File: config.mk
export PLATFORM = sky130hd
export DESIGN_NAME = truth_table_sweeper
export DESIGN_NICKNAME = d
export VERILOG_FILES = /design/src/rtl/sweep_pkg.sv /design/src/rtl/settle_timer.sv /design/src/rtl/truth_table_sweeper.sv
export SDC_FILE = /design/constraint.sdc
export NUM_CORES = 1
export LEC_CHECK = 0
export ABC_CLOCK_PERIOD_IN_PS = 1710
export BUFFER_PORTS_ARGS = -buffer_cell sky130_fd_sc_hd__buf_2
export CORE_AREA = 10 10 68 70
export DETAILED_ROUTE_END_ITERATION = 16
export DIE_AREA = 0 0 78 80
export PLACE_DENSITY = 0.61
export SLEW_MARGIN = 20
export SYNTH_ARGS = -nofsm -noshare
export SYNTH_HDL_FRONTEND = slang
export SYNTH_HIERARCHICAL = 1
export SYNTH_SLANG_ARGS = --single-unit
File: constraint.sdc
create_clock -name clk -period 1.71 [get_ports clk]
set_input_delay 0.342 -clock clk [delete_from_list [all_inputs] [get_ports clk]]
set_output_delay 0.342 -clock clk [all_outputs]
set_load 0.02 [all_outputs]
File: src/rtl/sweep_pkg.sv
// Shared definitions for the truth-table sweeper: FSM state encoding,
// the default expected truth table and the legal settle-time ceiling.
package sweep_pkg;

    localparam logic [1:0] ST_IDLE   = 2'd0;
    localparam logic [1:0] ST_HOLD   = 2'd1;
    localparam logic [1:0] ST_SAMPLE = 2'd2;
    localparam logic [1:0] ST_DONE   = 2'd3;

    typedef enum logic [1:0] {
        IDLE   = ST_IDLE,
        HOLD   = ST_HOLD,
        SAMPLE = ST_SAMPLE,
        DONE   = ST_DONE
    } state_e;

    // X = A & ~(B ^ C), bit i is the output for vector i = {A,B,C}
    localparam logic [7:0] EXPECT_CIRCUIT1_1 = 8'h90;

    localparam int SETTLE_MAX = 15;

endpackage

File: src/rtl/settle_timer.sv
// Loadable 4-bit down-counter that times how long a vector is held.
// Ports: clk, rst_n (sync, active-low), load + load_val (reload),
//        en (count down), expire (count has reached 1).
module settle_timer (
    input  logic       clk,
    input  logic       rst_n,
    input  logic       load,
    input  logic [3:0] load_val,
    input  logic       en,
    output logic       expire
);

    logic [3:0] cnt;

    always_ff @(posedge clk) begin
        if (!rst_n) begin
            cnt <= 4'd0;
        end else if (load) begin
            cnt <= load_val;
        end else if (en && cnt != 4'd0) begin
            cnt <= cnt - 4'd1;
        end
    end

    // Expiring at 1 makes the last HOLD cycle the one that moves to SAMPLE
    assign expire = (cnt == 4'd1);

endmodule

File: src/rtl/truth_table_sweeper.sv
// Walks an N_IN-input datapath through every input vector, samples its
// output after SETTLE cycles and checks it against the EXPECT table.
// Ports: clk, rst_n (sync, active-low), start, abort, dut_x (DUT output);
//        vec (DUT stimulus), busy, done, pass, err_count, fail_valid,
//        first_fail_idx.
module truth_table_sweeper
    import sweep_pkg::*;
#(
    parameter int                  N_IN   = 3,
    parameter int                  SETTLE = 1,
    parameter logic [2**N_IN-1:0]  EXPECT = (2**N_IN)'(EXPECT_CIRCUIT1_1)
) (
    input  logic            clk,
    input  logic            rst_n,
    input  logic            start,
    input  logic            abort,
    input  logic            dut_x,
    output logic [N_IN-1:0] vec,
    output logic            busy,
    output logic            done,
    output logic            pass,
    output logic [N_IN:0]   err_count,
    output logic            fail_valid,
    output logic [N_IN-1:0] first_fail_idx
);

    if (SETTLE < 1 || SETTLE > SETTLE_MAX) begin : g_bad_settle
        $error("SETTLE out of range");
    end

    localparam logic [3:0]      SETTLE_L = 4'(SETTLE);
    localparam logic [N_IN-1:0] VEC_LAST = '1;

    state_e state;
    state_e state_nxt;

    logic tmr_load;
    logic tmr_en;
    logic tmr_expire;

    logic accept;
    logic kill;
    logic sample;
    logic last;
    logic mismatch;
    logic [N_IN:0] err_nxt;

    settle_timer u_settle_timer (
        .clk      (clk),
        .rst_n    (rst_n),
        .load     (tmr_load),
        .load_val (SETTLE_L),
        .en       (tmr_en),
        .expire   (tmr_expire)
    );

    always_ff @(posedge clk) begin
        if (!rst_n) begin
            state <= IDLE;
        end else begin
            state <= state_nxt;
        end
    end

    always_comb begin
        state_nxt = state;
        tmr_load  = 1'b0;
        tmr_en    = 1'b0;
        accept    = 1'b0;
        kill      = 1'b0;
        sample    = 1'b0;
        unique case (state)
            IDLE: begin
                if (start) begin
                    accept    = 1'b1;
                    tmr_load  = 1'b1;
                    state_nxt = HOLD;
                end
            end
            HOLD: begin
                tmr_en = 1'b1;
                if (abort) begin
                    kill      = 1'b1;
                    state_nxt = IDLE;
                end else if (tmr_expire) begin
                    state_nxt = SAMPLE;
                end
            end
            SAMPLE: begin
                // abort discards this cycle's comparison
                if (abort) begin
                    kill      = 1'b1;
                    state_nxt = IDLE;
                end else begin
                    sample = 1'b1;
                    if (last) begin
                        state_nxt = DONE;
                    end else begin
                        tmr_load  = 1'b1;
                        state_nxt = HOLD;
                    end
                end
            end
            DONE: begin
                state_nxt = IDLE;
            end
        endcase
    end

    assign last     = (vec == VEC_LAST);
    // Case inequality so an X or Z on dut_x is a mismatch
    assign mismatch = (dut_x !== EXPECT[vec]);
    assign err_nxt  = err_count + {{N_IN{1'b0}}, mismatch};
    assign done     = (state == DONE);

    always_ff @(posedge clk) begin
        if (!rst_n) begin
            vec            <= '0;
            busy           <= 1'b0;
            pass           <= 1'b0;
            err_count      <= '0;
            fail_valid     <= 1'b0;
            first_fail_idx <= '0;
        end else if (accept) begin
            vec            <= '0;
            busy           <= 1'b1;
            pass           <= 1'b0;
            err_count      <= '0;
            fail_valid     <= 1'b0;
            first_fail_idx <= '0;
        end else if (kill) begin
            vec  <= '0;
            busy <= 1'b0;
            pass <= 1'b0;
        end else if (sample) begin
            err_count <= err_nxt;
            if (mismatch && !fail_valid) begin
                fail_valid     <= 1'b1;
                first_fail_idx <= vec;
            end
            // pass is settled on DONE entry so it is valid alongside done
            if (last) begin
                busy <= 1'b0;
                pass <= (err_nxt == '0);
            end else begin
                vec <= vec + 1'b1;
            end
        end
    end

endmodule

Word-level counts from Yosys, hierarchy flattened
Memory sizes are Yosys's and may differ from the RTL's. A register that Yosys moved wholly into a read port is not among the register bits.
Cells that the tools add are included.
{"block": "totals", "register_bits": 19, "latch_bits": 0, "mem_bits_rw": 0, "mem_bits_ro": 8, "inputBits": 5, "out_inout_bits": 14, "word_cells": 69, "n_memories": 1}
{"block": "op_classes", "n_addsub": 3, "mul": 0, "div": 0, "order_cmp": 1, "eq_ne": 8, "shifts": 0, "mux": 25, "n_bitwise": 3, "n_reduce_logical": 19}
{"memory": "(no name shown)", "depth": 8, "width": 1, "rd": 1, "rd_clocked_by_memory_dff": 1, "wr": 0, "line_no": "truth_table_sweeper.sv:112", "rtl": "assign mismatch = (dut_x !== EXPECT[vec]);"}
{"operator": "$mux 1", "n": 16}
{"operator": "$mux 2", "n": 5}
{"operator": "$reduce_and 2->1", "n": 5}
{"operator": "$pmux 2 s4", "n": 1}
{"operator": "$mux 3", "n": 2}
{"operator": "$reduce_bool 3->1", "n": 2}
{"operator": "$reduce_or 2->1", "n": 3}
{"operator": "$add 4x1->4", "n": 1}
{"operator": "$eq 2x2->1 const B", "n": 2}
{"operator": "$eq 4x1->1 const B", "n": 1}
{"operator": "$logic_not 4->1", "n": 1}
{"operator": "$lt 3x4->1 const B", "n": 1}
{"operator": "$reduce_bool 4->1", "n": 1}
{"operator": "$sub 4x1->4 const B", "n": 1}
{"operator": "$add 3x1->3 const B", "n": 1}
{"operator": "$eq 3x3->1 const B", "n": 1}
{"operator": "$ne 3x3->1 const B", "n": 1}
{"operator": "$not 1->1", "n": 3}
{"operator": "$reduce_and 3->1", "n": 1}
{"operator": "$reduce_or 3->1", "n": 1}
{"operator": "$eq 2x1->1 const B", "n": 1}
{"operator": "$logic_and 1x1->1", "n": 2}
{"operator": "$logic_not 2->1", "n": 1}
{"operator": "$ne 2x2->1 const B", "n": 1}
{"operator": "4 further kinds", "n": 4}

Logic depth before layout (Yosys ltp)
Gate-level depths: netlist of run 1.
{"block": "depth", "word_depth": 5, "mapped_depth": 7, "mapped_depth_nobuf": 7}

By module
Netlist of run 1, hierarchy kept.
{"module": "truth_table_sweeper", "n_inst": 1, "cells_per_inst": 94, "area_per_inst_um2": 834.6, "seq_area_each_um2": 320.3}
{"module": "settle_timer", "n_inst": 1, "cells_per_inst": 35, "area_per_inst_um2": 271.5, "seq_area_each_um2": 80.1}

Worst setup path after synthesis of run 1
Ideal clock, no wire load.
{"block": "synth_timing", "path_type": "reg2reg", "startpoint": "reg vec[0]", "endpoint": "reg u_settle_timer.cnt[3]", "setup_ps": 125, "arrival_time_ps": 1673, "required_ps": 1585, "path_slack_ps": -87, "path_stages_with_launch": 7, "path_buffers": 0, "period_less_slack_ps": 1797, "path_cell_list": "dfxtp_1 -> ha_1 -> ha_1 -> o21ai_0 -> inv_1 -> o21ai_0 -> a31oi_1"}
{"block": "synth_between", "elab_chain_len": 5}
{"element": "start: declaration", "line_no": "truth_table_sweeper.sv:18", "rtl": "output logic [N_IN-1:0] vec,"}
{"element": "start signal: assignment", "line_no": "truth_table_sweeper.sv:146", "rtl": "vec <= vec + 1'b1;"}
{"element": "$eq 3x3->1", "line_no": "truth_table_sweeper.sv:110", "rtl": "assign last = (vec == VEC_LAST);"}
{"element": "$mux 1", "line_no": "truth_table_sweeper.sv:96", "rtl": "if (last) begin"}
{"element": "$mux 1", "line_no": "truth_table_sweeper.sv:91", "rtl": "if (abort) begin"}
{"element": "$pmux 1 s2", "line_no": "truth_table_sweeper.sv:72", "rtl": "unique case (state)"}
{"element": "via tmr_load", "line_no": "truth_table_sweeper.sv:37", "rtl": "logic tmr_load;"}
{"element": "$reduce_or 2->1 (no source line)"}
{"element": "end signal: assignment", "line_no": "settle_timer.sv:19", "rtl": "cnt <= load_val;"}
{"element": "end signal: assignment", "line_no": "settle_timer.sv:21", "rtl": "cnt <= cnt - 4'd1;"}
{"element": "end: declaration", "line_no": "settle_timer.sv:13", "rtl": "logic [3:0] cnt;"}
The timed path passes the listed nets, and every way through them passes these cells.
A chain may end at the register's enable or synchronous reset.

==> flow_summary_export.csv, run 1 <==
group,metric,value,unit
run_status,status,"completed",
critical_path,required,1910,ps
timing,rsz0062_at_grt,"yes",
synthesis,synth_top_family_by_area,"simple AND/OR/NAND/NOR gates",
grt,grt_pass1_vias,945,
critical_path,cp_top_family,"adder cells",
power,power_density,792,mW/mm2
synthesis,syn-cell-area,0.00111,mm2
die,num_rows,21,
die,initial_core_util,33.7,%
min_path,hold_class,"in2reg",
cells_and_area,fillerInstances,328,
critical_path,crit_fanout,4,
min_path,holdPathEnd,"state[0]",
min_path,worstHoldStart,"rst_n",
timing,setup_viol,0,
placed_design,gp_congestion,0.767,
drt,drc_errors,0,
die,num_io_pins,19,
clock_tree,postCtsHoldBufs,0,
synthesis,ys_types,33,
timing,hold_viol_final,0,
grt,grt_pass1_wl,3.98,mm
critical_path,crit_start,"vec[0]",
critical_path,crit_path_cell_trace,"ha_1, ha_1, nor3b_2, xnor2_1, xor2_1, nor3_2",
timing,fin_worst_skew,0.564,ps
synthesis,yosysSeqAreaShare,36.2,%
cells_and_area,diodes,0,
die,die_y,80,um
critical_path,arrival,1820,ps
drt,ant_nets,0,
timing,fmax,619,MHz
clock_tree,cts_tree,"yes",
critical_path,critical_path_class,"reg2reg",
min_path,whs_path_depth,3,
grt,track_usage,7.64,%
timing,setup_slack,93.4,ps
clock_tree,clock-root-buffer,"clkbuf_4",
timing,slew_violations,0,
placed_design,place_ws,-19.4,ps
synthesis,synth_seq_cells,20,
die,die_area,0.00624,mm2
critical_path,worst-path-buf-inv,0,
placed_design,hpwl,1.83,mm
synthesis,ys_warn_count,6,
critical_path,reg2reg_depth,6,
drt,dr.pass1.iters,5,
synthesis,avgSynthCellArea,8.57,um2
grt,grt-ovfl-total,0,
drt,via_count,966,
clock_tree,clk_latency,300,ps
die,core_area,0.00328,mm2
synthesis,synthAdderAreaFrac,12.4,%
clock_tree,clockBufferDepth,2,
critical_path,slowest_stage,"dfxtp_2",
clock_tree,cts_buffers,3,
drt,routedWlPerCell,11.6,um
clock_tree,numClockSinks,20,
grt,antenna_found_initial,0,
timing,fin_crit_sh,94.5,%
clock_tree,clkTransAtPathRegs,120,ps
drt,routed_wl,2.35,mm
synthesis,synth-simple-area-share,24.2,%
timing,period_needed,1620,ps
drt,via_per_inst,4.78,
cells_and_area,area_growth,22.9,%
critical_path,cp-end-kind,"register",
cells_and_area,layout-drive-gt1-share,23.1,%
synthesis,synthMuxAreaShare,4.52,%
critical_path,r2r_slack,90,ps
synthesis,syn_inst,129,
critical_path,cp-start-kind,"register",
power,leakagePower,0.612,nW
critical_path,cp_common_cell,"ha_1",
grt,grt_max_degree,13,
synthesis,synth_compound_area_share,13.2,%
run,maxCapViolCount,0,
cells_and_area,layout_common_cells,"dfxtp_1 (18), buf_2 (18), nand2_1 (16), nor2_1 (10), ha_1 (10)",
timing,holdWs,364,ps
synthesis,synth_xor_area_share,4.75,%
die,die_w,78,um
power,vdd_drop_max,0.472,mV
placed_design,port_buffers,18,
critical_path,crit_path_max_incr_delay,360,ps
critical_path,crit-reg2reg-launch,"vec[0]",
drt,detail_route.iter0.violations,26,
cells_and_area,num-nets-final,173,
clock_tree,htreeDepth,1,
## tightest hold or removal path: cells and delay by family
kind	cells	cell delay, ps
AOI/OAI and AO/OA	2	120
buffers and inverters	1	170
## repair_timing
item | in CTS | in global routing
buffers inserted | 1 | 0
endpoints found under the setup margin | 1 | 3
gates resized for setup | 1 | 4
pin swaps | 1 | 1
## sequential cells by signal, indices dropped and copies added, names as in the netlist, named ones only
name	count
err_count	4
u_settle_timer/cnt	4
busy	1
pass	1
state	2
vec	3
fail_valid	1
first_fail_idx	3
## area by class of cell
type	instances	area (um2)	area share, %
repair buffers	24	135	9.94
well taps	46	57.6	4.24
flip-flops and latches	20	403	29.7
multi-input cells	100	681	50.1
clock buffers	3	22.5	1.66
clock inverters	1	30.0	2.21
inverters	8	30.0	2.21
## where the power goes
part,switching (W),internal (W),total (W)
clock,0.000152,0.000237,0.000389
combinational,0.000108,0.0000747,0.000182
sequential,0.0000181,0.000486,0.000504
## routing by layer
layer | routed length (um) | global-route usage (%) | vias up
li1 | - | - | 502
met5 | 0 | 0 | -
met2 | 1110 | 12.9 | 19
met3 | 123 | 2.14 | 2
met4 | 17 | 3.23 | 0
met1 | 1090 | 8.89 | 443
## worst max path at each step
stage / end / slack [ps] / cells after the start
after floorplan: register / 50 / 6
after global placement: register / 70 / 6
after detailed placement: register / -20 / 6
after CTS: register / 30 / 6
after global routing: register / 7 / 6
final: register / 90 / 6
## Yosys cell counts (all sizes together)
cell type	count	area, um2
dfxtp	20	400
nand2	16	60.1
ha	11	138
nor2	10	37.5
a21oi	8	40.0
inv	8	30.0
nand3	7	35.0
o21ai	6	30.0
mux2i	5	50.1
xor2	5	43.8
nand4	4	25.0
nor3b	4	40.0
nor3	3	20.0
a2111o	2	22.5
buf	2	10.0
conb	2	7.51
nor2b	2	12.5
a21boi	1	7.51
a21o	1	7.51
a22oi	1	7.51
a311oi	1	8.76
a31o	1	8.76
a31oi	1	6.26
clkbuf	1	3.75
nand2b	1	6.26
nand3b	1	7.51
nand4b	1	8.76
o31ai	1	7.51
or3	1	6.26
or3b	1	8.76
xnor2	1	8.76
## stage by stage
stage | instance area [um2] | cells | power, W | utilization (%) | setup TNS, ps
floorplan | 1110 | 131 | 0.000642 | - | 0
global placement | 1280 | 197 | 0.000681 | 39.1 | 0
detailed placement | 1280 | 197 | 0.000686 | 39.1 | -19.4
CTS | 1350 | 202 | 0.00108 | 41.0 | 0
global route | 1360 | 202 | 0.00113 | 41.4 | 0
finish | 1360 | 202 | 0.00108 | 41.4 | 0
## cell families (layout without fill, tap and decap cells)
family                     Yosys count  in the layout
muxes                                5              5
AOI/OAI and AO/OA                   23             23
buffers and inverters               11             36
DFF                                 20             20
and+or+nand+nor                     51             51
xor gates and xnor gates             6              6
adders and majority gates           11             11
other                                2              4
No activity file was read; power rests on OpenSTA's default activity.
==> run 2: changes to the inputs <==
--- a/config.mk
+++ b/config.mk
@@ -7,10 +7,11 @@
 export LEC_CHECK = 0
 export ABC_CLOCK_PERIOD_IN_PS = 1710
 export BUFFER_PORTS_ARGS = -buffer_cell sky130_fd_sc_hd__buf_2
-export CORE_AREA = 10 10 68 70
+export CORE_AREA = 10 10 64 66
 export DETAILED_ROUTE_END_ITERATION = 16
-export DIE_AREA = 0 0 78 80
-export PLACE_DENSITY = 0.61
+export DIE_AREA = 0 0 74 76
+export HOLD_SLACK_MARGIN = 0.03
+export PLACE_DENSITY = 0.68
 export SLEW_MARGIN = 20
 export SYNTH_ARGS = -nofsm -noshare
 export SYNTH_HDL_FRONTEND = slang
==> run 2 against run 1 <==
Final cell count fell by 5.4%. First-iteration DRC count fell by 7.7%. Critical path depth fell by 1. Highest routed layer unchanged.
==> flow_summary_export.csv, run 2 (synthesis gave the netlist of run 1 again) <==
group,metric,value,unit
drt,routed_wl,2.51,mm
die,die_w,74,um
die,die_y,76,um
critical_path,cp-start-kind,"register",
critical_path,required,1970,ps
die,num_io_pins,19,
critical_path,crit_path_max_incr_delay,430,ps
placed_design,port_buffers,18,
drt,ant_nets,0,
clock_tree,clkTransAtPathRegs,120,ps
drt,via_count,989,
cells_and_area,layout_common_cells,"buf_2 (18), nand2_1 (16), dfxtp_1 (16), nor2_1 (10)",
grt,antenna_found_initial,0,
timing,period_needed,1620,ps
timing,fmax,616,MHz
clock_tree,postCtsHoldBufs,0,
critical_path,cp_top_family,"simple AND/OR/NAND/NOR gates",
die,initial_core_util,37.8,%
placed_design,gp_congestion,0.790,
power,power_density,800,mW/mm2
critical_path,arrival,1880,ps
clock_tree,numClockSinks,20,
critical_path,critical_path_class,"reg2reg",
clock_tree,cts_buffers,3,
run_status,status,"completed",
cells_and_area,largestRegisters,"err_count (4), u_settle_timer/cnt (4)",
drt,routedWlPerCell,13.1,um
power,leakagePower,0.624,nW
drt,drc_errors,0,
grt,grt_max_degree,13,
die,num_rows,20,
clock_tree,cts_tree,"yes",
critical_path,worst-path-buf-inv,1,
grt,grt_pass1_vias,995,
timing,hold_viol_final,0,
critical_path,crit_path_cell_trace,"inv_1, ha_2, or3b_4, a2111o_1, nand3_1",
cells_and_area,diodes,0,
clock_tree,htreeDepth,1,
drt,dr.pass1.iters,4,
cells_and_area,layout-drive-gt1-share,27.8,%
clock_tree,clockBufferDepth,2,
timing,fin_crit_sh,94.9,%
cells_and_area,num-nets-final,175,
cells_and_area,multiInputGateArea,691,um2
cells_and_area,ff_latch_area,405,um2
drt,via_per_inst,5.18,
drt,detail_route.iter0.violations,24,
grt,track_usage,9.09,%
grt,grt-ovfl-total,0,
cells_and_area,area_growth,23.9,%
cells_and_area,instances_no_fill,191,
critical_path,cp-end-kind,"register",
placed_design,hpwl,1.94,mm
die,core_area,0.00293,mm2
die,die_area,0.00562,mm2
placed_design,place_inst,185,
min_path,hold_class,"in2reg",
run,maxCapViolCount,0,
critical_path,crit_fanout,6,
power,vdd_drop_max,0.518,mV
critical_path,slowest_stage,"or3b_4",
clock_tree,clk_latency,300,ps
timing,slew_violations,0,
clock_tree,clock-root-buffer,"clkbuf_4",
power,total_power,0.00110,W
timing,setup_viol,0,
cells_and_area,final_core_util,46.8,%
timing,fin_worst_skew,1.19,ps
cells_and_area,layout_commonest_cell,"buf_2",
cells_and_area,fillerInstances,279,
grt,grt_pass1_wl,4.35,mm
==> run 2: cell types whose count changed in the layout (fill, tap and decap cells not counted), sizes merged <==
cell  delta
buf      +2
==> run 2: layer usage <==
layer  vias up  wire length [um]  global-route usage [%]
met3         2               136                    3.65
met4         0                12                    2.24
li1        502                 -                       -
met1       463              1050                    9.98
met2        22              1310                    15.5
met5         -                 0                       0
==> run 2: through the flow <==
step	setup WS (ps)	hold slack, ps	cell area [um2]	TNS, ps
2_1_floorplan	48.7	470	1110	0
3_3_place_gp	87.5	450	1280	0
5_1_grt	-13.1	340	1370	-13.1
3_5_place_dp	43.6	452	1280	0
4_1_cts	14.7	363	1330	0
6_report	86.4	362	1370	0
==> run 2: report_power, final <==
part	internal [W]	leakage [nW]	switching (W)	total (W)
logic	0.0000810	0.431	0.000115	0.000196
clock network	0.000237	0.0279	0.000157	0.000394
registers	0.000487	0.164	0.0000190	0.000506
total	0.000805	0.624	0.000291	0.00110
==> run 2: worst paths after layout <==
check | startpoint | end | slack, ps | cells past startpoint
setup reg to reg | u_settle_timer/cnt[0] | u_settle_timer/cnt[0] | 90 | 5
hold / removal | rst_n | state[0] | 360 | 3
hold reg to reg | pass | pass | 470 | 2
setup / recovery | u_settle_timer/cnt[0] | u_settle_timer/cnt[0] | 90 | 5
==> run 2: area by class of cell <==
type	instances	area share, %
clock buffer	3	1.64
clock inverter	1	2.19
inverter	8	2.19
multi-input combinational	100	50.4
sequential	20	29.6
tap	33	3.01
timing repair buffer	26	11.0
==> run 2: repair_timing <==
action,in CTS,in global routing
buffers inserted,0,2
endpoints found under the setup margin,0,4
resized for setup,0,10
==> run 2: worst register-to-register path, stage by stage (launching register included) <==
cell      delay (ps)
dfxtp_1          360
inv_1             90
ha_2             210
or3b_4           430
a2111o_1         430
nand3_1           70
==> run 3: changes to the inputs <==
--- a/config.mk
+++ b/config.mk
@@ -5,13 +5,13 @@
 export SDC_FILE = /design/constraint.sdc
 export NUM_CORES = 1
 export LEC_CHECK = 0
-export ABC_CLOCK_PERIOD_IN_PS = 1710
+export ABC_CLOCK_PERIOD_IN_PS = 1830
 export BUFFER_PORTS_ARGS = -buffer_cell sky130_fd_sc_hd__buf_2
 export CORE_AREA = 10 10 64 66
 export DETAILED_ROUTE_END_ITERATION = 16
 export DIE_AREA = 0 0 74 76
 export HOLD_SLACK_MARGIN = 0.03
-export PLACE_DENSITY = 0.68
+export PLACE_DENSITY = 0.66
 export SLEW_MARGIN = 20
 export SYNTH_ARGS = -nofsm -noshare
 export SYNTH_HDL_FRONTEND = slang
==> constraint.sdc (replaced) <==
create_clock -name clk -period 1.83 [get_ports clk]
set_input_delay 0.366 -clock clk [delete_from_list [all_inputs] [get_ports clk]]
set_output_delay 0.366 -clock clk [all_outputs]
set_load 0.02 [all_outputs]
==> run 3 against run 2 <==
Sequential share of layout area is 1.3 points higher. Via count is 1.2% lower. Clock power fell by 36%. Wire length is 6.7% lower. First-iteration DRC count up 46%. Worst hold slack better by 42 ps. Final cell count is 2.1% lower. Non-clock buffer count shrank 4. Die area stayed put. Sequential power fell by 7.1%. Clock skew rose by 3.8 ps. Register-to-register slack better by 60 ps. Largest cell class unchanged.
==> flow_summary_export.csv, run 3 (synthesis gave the netlist of run 1 again) <==
group,metric,value,unit
run,maxCapViolCount,0,
cells_and_area,num-nets-final,171,
clock_tree,cts_setup_buffers,0,
cells_and_area,layout_common_cells,"dfxtp_1 (19), buf_2 (18), nand2_1 (16), nor2_1 (10), ha_1 (10)",
drt,routedWlPerCell,12.5,um
drt,detail_route.iter0.violations,35,
critical_path,cp-end-kind,"register",
power,power_density,678,mW/mm2
run_status,status,"completed",
die,num_rows,20,
critical_path,crit_fanout,4,
clock_tree,cts_tree,"yes",
cells_and_area,largestRegisters,"err_count (4), u_settle_timer/cnt (4)",
min_path,hold_class,"in2reg",
cells_and_area,layout-drive-gt1-share,20.8,%
timing,setup_slack,147,ps
clock_tree,postCtsHoldBufs,0,
timing,fin_worst_skew,4.96,ps
clock_tree,htreeDepth,1,
drt,via_count,977,
clock_tree,cts_buffers,3,
timing,fmax,594,MHz
placed_design,gp_congestion,0.818,
grt,antenna_found_initial,0,
grt,grt_pass1_vias,1034,
timing,slew_violations,0,
cells_and_area,area_growth,17.6,%
drt,via_per_inst,5.22,
cells_and_area,instances_no_fill,187,
power,vdd_drop_max,0.360,mV
timing,period_needed,1680,ps
placed_design,hpwl,1.91,mm
die,die_area,0.00562,mm2
power,leakagePower,0.595,nW
placed_design,place_inst,183,
critical_path,arrival,1870,ps
timing,holdWs,405,ps
critical_path,critical_path_class,"reg2reg",
cells_and_area,layout_commonest_cell,"dfxtp_1",
placed_design,placed_area,0.00126,mm2
clock_tree,clk_latency,290,ps
timing,hold_viol_final,0,
cells_and_area,diodes,0,
die,num_io_pins,19,
clock_tree,numClockSinks,20,
drt,dr.pass1.iters,4,
die,core_area,0.00293,mm2
critical_path,cp-start-kind,"register",
timing,setup_viol,0,
grt,track_usage,8.86,%
clock_tree,clockBufferDepth,2,
critical_path,required,2020,ps
drt,ant_nets,0,
clock_tree,post_cts_resized,0,
die,die_y,76,um
timing,rsz0062_at_grt,"no",
grt,grt-ovfl-total,0,
placed_design,place_ws,147,ps
die,die_w,74,um
die,initial_core_util,37.8,%
clock_tree,clock-root-buffer,"clkbuf_4",
timing,fin_crit_sh,92.0,%
timing,tns,0,ps
cells_and_area,design_area,0.00130,mm2
grt,grt_pass1_wl,4.20,mm
clock_tree,clkTransAtPathRegs,110,ps
placed_design,port_buffers,18,
drt,routed_wl,2.34,mm
drt,drc_errors,0,
grt,grt_max_degree,12,
## run 3: layer usage
layer | part of all wire (%) | up-vias | track usage, %
li1 | - | 496 | -
met1 | 42 | 450 | 9.76
met2 | 49 | 23 | 14.5
met3 | 6.4 | 8 | 2.86
met4 | 2.4 | 0 | 4.48
met5 | 0 | - | 0
## run 3: power by group
part | internal (W) | switching, W
sequential | 0.000454 | 0.0000156
clock | 0.000121 | 0.000131
combinational | 0.0000602 | 0.000100
total | 0.000636 | 0.000247
## run 3: metrics by stage
stage | util, % | power [W]
after floorplan | - | 0.000599
after global placement | 43.1 | 0.000634
after detailed placement | 43.1 | 0.000640
after CTS | 44.3 | 0.000889
after global routing | 44.4 | 0.000937
final | 44.4 | 0.000883
## run 3: final timing paths
check               from  endpoint  slack (ps)  depth (start not counted)
setup / recovery  vec[0]  register         150                          6
hold / removal     rst_n  state[0]         400                          3
setup reg to reg  vec[0]  register         150                          6
hold reg to reg     pass      pass         460                          2
## run 3: area by class of cell
class / count / area [um2]
fillers: 278 / 1630
clock buffers: 4 / 36.3
well taps: 33 / 41.3
inverters: 8 / 30.0
repair buffers: 22 / 120
multi-input cells: 100 / 672
flip-flops and latches: 20 / 402
## run 3: worst max-delay path, cell delays in order, from the launching register on
cell,delay [ps]
dfxtp_1,360
ha_1,230
ha_2,210
nor3b_2,260
mux2i_1,260
xor2_1,200
nor3_2,70
